`src/rtl/mult_share_ctrl.sv`:
```
// mult_share_ctrl
//   Time-shares one external combinational 4x4 unsigned multiplier between two
//   requesters. IDLE arbitrates and registers the winner's operands onto
//   mul_a/mul_b. MUL gives the multiplier a full cycle to settle and then
//   captures mul_p. RESP holds the product behind a valid/ready port until it is
//   accepted or until ACK_TIMEOUT unaccepted cycles have passed.
//
//   Optional build macro: MULT_SHARE_FIXED_PRIO_EN
//     defined   -> requester 0 always wins contention
//     undefined -> round-robin on the last granted requester
//
// Ports
//   clk, rst_n                    clock, async active-low reset
//   req{0,1}_valid/_a/_b/_ready   requester operand handshakes
//   mul_a, mul_b, mul_p           shared multiplier operands / product
//   rsp_valid/_ready/_p/_id       result handshake, product, owning requester
//   rsp_timeout                   1-cycle pulse when a result is dropped
//   busy                          registered "not IDLE"
module mult_share_ctrl #(
  parameter int unsigned ACK_TIMEOUT = 15  // 0 disables the timeout
) (
  input  logic       clk,
  input  logic       rst_n,
  input  logic       req0_valid,
  input  logic [3:0] req0_a,
  input  logic [3:0] req0_b,
  output logic       req0_ready,
  input  logic       req1_valid,
  input  logic [3:0] req1_a,
  input  logic [3:0] req1_b,
  output logic       req1_ready,
  output logic [3:0] mul_a,
  output logic [3:0] mul_b,
  input  logic [7:0] mul_p,
  output logic       rsp_valid,
  input  logic       rsp_ready,
  output logic [7:0] rsp_p,
  output logic       rsp_id,
  output logic       rsp_timeout,
  output logic       busy
);

  localparam int unsigned CW = (ACK_TIMEOUT > 0) ? $clog2(ACK_TIMEOUT + 1) : 1;
  localparam logic [CW-1:0] TMO_LIMIT = CW'(ACK_TIMEOUT);

  typedef enum logic [1:0] {IDLE, MUL, RESP} state_t;

  state_t        state;
  logic [CW-1:0] tmo_cnt;
  logic [CW-1:0] tmo_nxt;
  logic          grant0;
  logic          grant1;
  logic          accept;

`ifndef MULT_SHARE_FIXED_PRIO_EN
  logic          last_grant;
`endif

  // Requester 0 wins when it is alone, or in contention when requester 1 was
  // granted last (round-robin) / always (fixed priority).
  always_comb begin
`ifdef MULT_SHARE_FIXED_PRIO_EN
    grant0 = req0_valid;
`else
    grant0 = req0_valid & (~req1_valid | last_grant);
`endif
    grant1 = req1_valid & ~grant0;
  end

  // Readies are combinational but masked by reset so nothing is accepted
  // while the block is held in reset.
  assign accept     = (state == IDLE) & rst_n;
  assign req0_ready = accept & grant0;
  assign req1_ready = accept & grant1;

  assign tmo_nxt = tmo_cnt + CW'(1);

  always_ff @(posedge clk or negedge rst_n) begin
    if (!rst_n) begin
      state       <= IDLE;
      mul_a       <= '0;
      mul_b       <= '0;
      rsp_p       <= '0;
      rsp_id      <= 1'b0;
      rsp_valid   <= 1'b0;
      rsp_timeout <= 1'b0;
      busy        <= 1'b0;
      tmo_cnt     <= '0;
`ifndef MULT_SHARE_FIXED_PRIO_EN
      last_grant  <= 1'b1;
`endif
    end else begin
      rsp_timeout <= 1'b0;
      case (state)
        IDLE: begin
          if (grant0 | grant1) begin
            mul_a      <= grant0 ? req0_a : req1_a;
            mul_b      <= grant0 ? req0_b : req1_b;
            rsp_id     <= grant1;
`ifndef MULT_SHARE_FIXED_PRIO_EN
            last_grant <= grant1;
`endif
            state      <= MUL;
            busy       <= 1'b1;
          end
        end
        MUL: begin
          rsp_p     <= mul_p;
          tmo_cnt   <= '0;
          rsp_valid <= 1'b1;
          state     <= RESP;
        end
        RESP: begin
          // Handshake has priority over a timeout landing on the same cycle.
          if (rsp_ready) begin
            rsp_valid <= 1'b0;
            busy      <= 1'b0;
            state     <= IDLE;
          end else if (ACK_TIMEOUT != 0) begin
            tmo_cnt <= tmo_nxt;
            if (tmo_nxt == TMO_LIMIT) begin
              rsp_timeout <= 1'b1;
              rsp_valid   <= 1'b0;
              busy        <= 1'b0;
              state       <= IDLE;
            end
          end
        end
        default: begin
          rsp_valid <= 1'b0;
          busy      <= 1'b0;
          state     <= IDLE;
        end
      endcase
    end
  end

endmodule

```
`config.mk`:
```
export PLATFORM = sky130hd
export DESIGN_NAME = mult_share_ctrl
export DESIGN_NICKNAME = d
export VERILOG_FILES = /design/src/rtl/mult_share_ctrl.sv
export SDC_FILE = /design/constraint.sdc
export NUM_CORES = 1
export LEC_CHECK = 0
export ABC_AREA = 1
export CORE_MARGIN = 5
export CORE_UTILIZATION = 38
export CTS_CLUSTER_DIAMETER = 60
export CTS_CLUSTER_SIZE = 14
export DETAILED_ROUTE_END_ITERATION = 7
export GPL_TIMING_DRIVEN = 1
export PLACE_DENSITY = 0.82
export SYNTH_ARGS = -nofsm -noshare
export SYNTH_HDL_FRONTEND = slang
export SYNTH_SLANG_ARGS = --single-unit
```
`constraint.sdc`:
```
create_clock -name clk -period 1.4 [get_ports clk]
set_input_delay 0.42 -clock clk [delete_from_list [all_inputs] [get_ports clk]]
set_output_delay 0.42 -clock clk [all_outputs]
set_load 0.02 [all_outputs]
```
==> Word level (Yosys, flattened, before mapping) <==
Index checks and enable logic that the tools add are counted.
{ "word_totals": {"out_inout_bits": 22, "input_bits": 29, "ff_bits": 27} }
{ "op_classes": {"n_bitwise": 11, "reduce_logical": 7, "n_mux": 16, "eq_ne": 6, "n_addsub": 1} }
{ "op_table": {"columns": ["operator", "count"], "rows": [
  ["$mux 4", 3],
  ["$pmux 4 s2", 1],
  ["$reduce_and 2->1", 4],
  ["$mux 1", 6],
  ["$mux 2", 3],
  ["$pmux 1 s3", 2],
  ["$pmux 2 s3", 1],
  ["$and 1x1->1", 5],
  ["$add 4x1->4 const B", 1],
  ["$eq 4x4->1 const B", 1],
  ["$not 1->1", 4],
  ["$ne 3x3->1 const B", 1],
  ["$reduce_and 3->1", 1],
  ["$eq 2x1->1 const B", 1],
  ["$eq 2x2->1 const B", 1],
  ["$logic_not 2->1", 1],
  ["$ne 2x1->1 const B", 1],
  ["$ne 2x2->1 const B", 1],
  ["$or 1x1->1", 2],
  ["$reduce_bool 2->1", 1]
]} }

==> Logic depth before layout (Yosys ltp) <==
Gate-level depths: netlist (run 1).
{ "logic_depth": {"ltp_word": 8, "mapped_depth": 10, "mapped_depth_nobuf": 10} }

==> Least setup slack after synthesis (run 1) <==
Ideal clock, no wire load.
{ "synth_timing": {"path_kind": "register -> output", "start": "register last_grant", "end": "output port req0_ready", "slack_ns": -0.234, "t_arrival_ns": 1.214, "path_stages_with_launch": 4, "n_path_buf": 1, "cell_sequence": "dfstp_2 > o21ai_4 > buf_6 > nor3_1"} }
{ "synth_via": {"elab_chain_cells": 3} }
{ "synth_lines": {"columns": ["item", "line", "source"], "rows": [
  ["from (decl)", "56", "logic last_grant;"],
  ["from (signal assigned)", "101", "last_grant <= grant1;"],
  ["$or 1x1->1", "65", "grant0 = req0_valid & (~req1_valid | last_grant);"],
  ["$and 1x1->1", "65", null],
  ["$and 1x1->1", "73", "assign req0_ready = accept & grant0;"],
  ["to (decl)", "27", "output logic req0_ready,"]
]} }
No other way between the ends.

==> Final worst setup path (run 1) <==
Ends and elaborated chain as after synthesis.

==> results.tsv, run 1 <==
stage	metric	value	unit
setup_path	critPathMaxFanout	2	
floorplanning	floorplan.io_pins	51	
power	vdd_ir_drop_max	0.000770	V
clock_tree	insertion_delay	0.33	ns
timing	report.final.setup_viol	13	
floorplanning	dieHeight	66.7	um
timing	min_period_over_period	127	%
run_status	status	complete, but fails checks	
setup_path	setup.reg_to_reg.worst_slack	0	ns
route	remaining_drcs	0	
logic_synthesis	synth_warnings	0	
setup_path	timing.critical_path.required	0.98	ns
clock_tree	tritoncts_clock_tree	built	
logic_synthesis	yosys.area.top_type	sky130_fd_sc_hd__dfrtp_1	
finish	area_growth	60.1	%
place	gp_congestion	0.712	
clock_tree	h_tree_lvl_count	1	
timing	final-hold-violation-count	0	
timing	maxSlewHeadroom	77.3	%
logic_synthesis	synthesis.area_per_instance	9.25	um^2
finish	finalInstanceArea	0.00196	mm^2
clock_tree	clock-root-buffer	sky130_fd_sc_hd__clkbuf_4	
finish	final_util	63.5	%
route	wl	3.16	mm
finish	antenna_cells_inserted	0	
setup_path	crit_type	reg -> out	
logic_synthesis	post_synthesis_instance_total	132	
global_routing	grt_first_pass_wirelength	5.24	mm
global_routing	grt_pass1_vias	1183	
power	design_power_total	3.78	mW
floorplanning	effective_utilization_at_floorplan	39.7	%
logic_synthesis	cell_area_after_synthesis	0.00122	mm^2
logic_synthesis	synth.top_cell.area_share	53.3	%
floorplanning	core	0.00308	mm^2
clock_tree	ctsLongestPathBuffers	2	
logic_synthesis	top_area_cells_in_the_synthesized_netlist	sky130_fd_sc_hd__dfrtp_1 53%, sky130_fd_sc_hd__nand2_1 12%, sky130_fd_sc_hd__mux2_2 7.4%	
global_routing	track_usage	15.2	%
timing	setup_slack	-0.381	ns
timing	rsz_0062_raised_after_global_routing	true	
finish	post_route_cells_drive_above_1_share	34.8	%
setup_path	critical_path.endpoint_type	output pin	
timing	maxSlewViolCount	0	
timing	timing.setup.tns	-1.12	ns
finish	mostFrequentLayoutCell	sky130_fd_sc_hd__nand2_1	
finish	final.fill_count	275	
floorplanning	die-area	0.00445	mm^2
global_routing	largest_net_degree_at_the_start_of_global_routing	28	
worst_hold_path	holdCritPathClass	in -> async	
clock_tree	cts_buffers	3	
floorplanning	die_w	66.7	um
route	drt_antenna_net_count	0	
timing	maxClockFrequency	562	MHz
logic_synthesis	yosys.cell_types.count	19	
place	buffer_ports.inserted	50	
logic_synthesis	synth_seq_cells	27	
logic_synthesis	mappedNetlistNets	163	
timing	finalWorstPathRequiredPeriod	1.78	ns
place	placed_area	0.00192	mm^2
route	routed-via-count	1141	
timing	worstMarginPinSlew	0.340	ns
floorplanning	number_of_rows_in_the_core_area	20	
timing	fin_skew	0.0129	ns
route	vias_per_cell	4.55	
place	place_inst	238	
run_status	violations	setup timing	
setup_path	crit_path_start_kind	flip-flop	
finish	fin_nets	239	
route	detail_route.wl_per_cell	12.6	um
finish	stdcell_count	251	
finish	commonest_cells_after_routing_fill_and_taps_aside	37 x sky130_fd_sc_hd__nand2_1, 26 x sky130_fd_sc_hd__dfrtp_1, 25 x sky130_fd_sc_hd__clkdlybuf4s50_1	
route	firstDrtPassIters	4	
power	power.density	1930	mW/mm^2
clock_tree	clk_transition_reported_paths	0.16	ns
logic_synthesis	yosysSeqAreaShare	55.4	%
place	final_hpwl_from_detailed_placement	2.43	mm
route	drt_iter0_drc	54	
clock_tree	clock_sink_count	27	
job	cap_viol_max_count	0	
global_routing	grt_antenna_before_repair	0	
power	leakagePower	0.970	nW
setup_path	worst_ep_arrival_time	1.36	ns
global_routing	globalRoute.totalOverflow	0	
## timing repair
item | in CTS | in global routing
endpoints found under the setup margin | 32 | 15
resized for setup | 97 | 7
hold buffers | 0 | 0
pin swaps | 4 | 2
setup buffers | 5 | 4
## metrics by stage
step / setup slack, ns / hold WS [ns]
5_1_grt: -0.457 / 0.298
4_1_cts: -0.390 / 0.266
2_1_floorplan: -0.0880 / 0.124
6_report: -0.381 / 0.256
3_5_place_dp: -1.10 / 0.461
3_3_place_gp: -1.10 / 0.458
## synthesized netlist by cell type, drive strengths merged
master,n
buf,2
clkbuf,1
dfrtp,26
dfstp,1
ha,2
inv,19
mux2,8
nand2,40
nand3,3
nand4,1
nor2,5
nor3,2
o21ai,21
o22ai,1
## report_power, final
part | internal (mW) | switching, mW | leakage [nW]
clock | 0.109 | 0.240 | 0.0139
sequential | 1.13 | 0.205 | 0.330
combinational | 0.986 | 1.10 | 0.626
## flip-flops by register name, indices dropped and copies added, names as in the netlist, 2 cells and up
signal   cells
state        2
rsp_p        8
tmo_cnt      4
mul_b        4
mul_a        4
## final cells by class
class	instances	area, um^2	area share, %
Sequential cell	27	677	34.6
Timing Repair Buffer	74	618	31.6
Clock buffer	3	22.5	1.15
Multi-Input combinational cell	83	492	25.1
Tap cell	44	55.1	2.82
Inverter	19	83.8	4.29
Clock inverter	1	7.51	0.384
## worst paths after layout
path                                  from    endpoint  cells after the start
worst max register to register    state[1]    mul_a[1]                     10
min in group clk                      busy        busy                      2
worst min-delay path                 rst_n    rsp_p[0]                      2
worst min register to register        busy        busy                      2
max in group asynchronous            rst_n  last_grant                      2
worst max-delay path            last_grant  req0_ready                      4
## metal layers
metal  wire (um)  vias to the layer above  track usage (%)
met5           0                        -                0
met4           0                        0             2.79
met3         283                        0             4.89
met2        1720                       43             28.0
met1        1150                      531             17.1
li1            -                      567                -
## critical path, cell delays in order, from the launching register on
cell	delay [ns]
sky130_fd_sc_hd__dfstp_2	0.58
sky130_fd_sc_hd__o21ai_4	0.08
sky130_fd_sc_hd__buf_6	0.13
sky130_fd_sc_hd__nor3_4	0.12
sky130_fd_sc_hd__buf_6	0.14
## cells by family (layout without fill, tap and decap cells)
kind of cell	Yosys count	in the layout	synth area share (%)
DFF	27	27	55.4
buffers and inverters	22	97	8.50
and+or+nand+nor	51	51	16.6
muxes	8	8	7.38
AOI/OAI and AO/OA	22	22	10.0
adders and majority gates	2	2	2.05
No activity file was read; power rests on OpenSTA's default activity.
==> run 2, diff against run 1 <==
--- a/config.mk
+++ b/config.mk
@@ -12,7 +12,7 @@
 export CTS_CLUSTER_SIZE = 14
 export DETAILED_ROUTE_END_ITERATION = 7
 export GPL_TIMING_DRIVEN = 1
-export PLACE_DENSITY = 0.82
+export PLACE_DENSITY = 0.76
 export SYNTH_ARGS = -nofsm -noshare
 export SYNTH_HDL_FRONTEND = slang
 export SYNTH_SLANG_ARGS = --single-unit
==> run 2 against run 1 <==
Worst hold slack improved by 0.0085 ns. Critical path type unchanged. Largest cell class unchanged. Wire length increased by 0.54%. The run still ends with setup timing left. Clock skew up 0.0015 ns. Final area is essentially flat. Highest routed layer is now met4.
==> results.tsv, run 2 (same netlist as run 1, synthesis figures left out) <==
stage	metric	value	unit
run_status	status	complete, but fails checks	
run_status	violations	setup timing	
finish	final.fill_count	266	
global_routing	grt_antenna_before_repair	0	
setup_path	worst_ep_arrival_time	1.35	ns
floorplanning	floorplan.io_pins	51	
timing	setup_slack	-0.371	ns
timing	maxSlewHeadroom	70.6	%
power	vdd_ir_drop_max	0.000830	V
place	final_hpwl_from_detailed_placement	2.36	mm
setup_path	critical-path-top-cell-by-count	sky130_fd_sc_hd__buf_6	
finish	multiInputGateArea	497	um^2
timing	worstMarginPinSlew	0.439	ns
setup_path	critical_path.endpoint_type	output pin	
power	net-switching-power	1.53	mW
setup_path	timing.critical_path.required	0.98	ns
clock_tree	ctsLongestPathBuffers	2	
finish	post_route_cells_drive_above_1_share	35.9	%
timing	maxSlewViolCount	0	
global_routing	grt_first_pass_wirelength	5.29	mm
route	drt_iter0_drc	28	
power	leakagePower	0.976	nW
power	sw_frac_of_total	40.9	%
setup_path	worst_path_max_delay_cell	sky130_fd_sc_hd__dfstp_2	
clock_tree	tritoncts_clock_tree	built	
finish	fin_nets	241	
clock_tree	clk_transition_reported_paths	0.16	ns
clock_tree	hold_bufs_inserted_after_cts	0	
timing	rsz_0062_raised_after_global_routing	true	
clock_tree	cts_buffers	3	
clock_tree	insertion_delay	0.32	ns
timing	final-hold-violation-count	0	
global_routing	track_usage	15.4	%
route	wl	3.18	mm
route	vias_per_cell	4.59	
timing	fin_skew	0.0144	ns
setup_path	timing.critical_path.cells	o21ai_4 -> buf_6 -> nor3_4 -> buf_6	
finish	largest_register_ff_count	8	
floorplanning	die_w	66.7	um
route	detail_route.wl_per_cell	12.5	um
finish	area_growth	60.2	%
setup_path	max_stage_delay	0.58	ns
clock_tree	h_tree_lvl_count	1	
finish	largest-register	rsp_p	
place	buffer_ports.inserted	50	
global_routing	largest_net_degree_at_the_start_of_global_routing	28	
worst_hold_path	holdCritPathClass	in -> async	
power	power.clock.fraction	9.2	%
timing	finalWorstPathRequiredPeriod	1.77	ns
global_routing	grt_pass1_vias	1190	
setup_path	crit_type	reg -> out	
route	firstDrtPassIters	4	
power	share_seq_of_total_power	35.3	%
finish	mostFrequentLayoutCell	sky130_fd_sc_hd__nand2_1	
route	remaining_drcs	0	
floorplanning	die-area	0.00445	mm^2
finish	final_util	63.6	%
power	comb_power_share	55.5	%
power	internal_power	2.20	mW
timing	report.final.setup_viol	12	
finish	commonest_cells_after_routing_fill_and_taps_aside	37 x sky130_fd_sc_hd__nand2_1, 26 x sky130_fd_sc_hd__dfrtp_1, 25 x sky130_fd_sc_hd__clkdlybuf4s50_1	
timing	maxClockFrequency	565	MHz
power	design_power_total	3.73	mW
clock_tree	clock-root-buffer	sky130_fd_sc_hd__clkbuf_4	
power	power.density	1910	mW/mm^2
finish	antenna_cells_inserted	0	
place	gp_congestion	0.864	
floorplanning	dieHeight	66.7	um
setup_path	critPathMaxFanout	2	
setup_path	crit_path_start_kind	flip-flop	
route	routed-via-count	1161	
job	cap_viol_max_count	0	
floorplanning	effective_utilization_at_floorplan	39.7	%
finish	area.sequential	677	um^2
route	drt_antenna_net_count	0	
floorplanning	core	0.00308	mm^2
global_routing	globalRoute.totalOverflow	0	
place	dp_worst_setup_slack	-1.10	ns
timing	min_period_over_period	126	%
clock_tree	clock_sink_count	27	
floorplanning	number_of_rows_in_the_core_area	20	
run 2: critical path, delay by kind of cell (launching register included):
kind	cells	cell delay, ns
flip-flops	1	0.58
buffers and inverters	2	0.27
AND/OR/NAND/NOR	1	0.11
AO/OA/AOI/OAI	1	0.08
run 2: repair_timing:
item                                    4_1_cts  5_1_grt
pin swaps                                     5        2
setup buffers                                 6        6
endpoints found under the setup margin       32       11
resized for setup                            95       10
run 2: per-stage QoR:
| step | hold slack (ns) | TNS (ns) | std cells | cell area (um^2) |
|---|---|---|---|---|
| finish | 0.265 | -0.940 | 253 | 1960 |
| global placement | 0.456 | -6.62 | 237 | 1900 |
| floorplan | 0.124 | -0.141 | 132 | 1260 |
| CTS | 0.274 | -0.734 | 247 | 1900 |
| global route | 0.299 | -1.95 | 253 | 1960 |
| detailed placement | 0.464 | -7.12 | 237 | 1900 |
run 2: per-layer routing:
layer | track usage (%) | vias up | wire (um)
li1 | - | 572 | -
met1 | 19.0 | 537 | 1260
met2 | 26.9 | 48 | 1630
met3 | 3.88 | 4 | 237
met4 | 3.30 | 0 | 53
met5 | 0 | - | 0
run 2: cell type report:
type,count,area share [%]
multi-input combinational,83,25.4
tap,44,2.81
clock inverter,1,0.384
inverter,19,4.28
sequential,27,34.6
clock buffer,3,1.15
timing repair buffer,76,31.4
run 2: worst paths after layout:
path                            start  depth (start not counted)          to  slack [ns]
max in group asynchronous       rst_n                          2  last_grant        0.82
min in group clk                 busy                          2        busy        0.49
hold reg to reg                  busy                          2        busy        0.49
setup reg to reg             state[1]                         10    mul_b[2]        0.01
setup / recovery           last_grant                          4  req0_ready       -0.37
hold / removal                  rst_n                          2    rsp_p[5]        0.26
run 2: power by group through the flow:
stage | Clock, mW | Sequential (mW) | Combinational [mW]
after CTS | 0.347 | 1.33 | 1.94
after global routing | 0.382 | 1.37 | 2.27
after floorplan | 0 | 1.68 | 0.738
final | 0.343 | 1.32 | 2.07
after detailed placement | 0 | 1.36 | 2.06
after global placement | 0 | 1.34 | 2.02
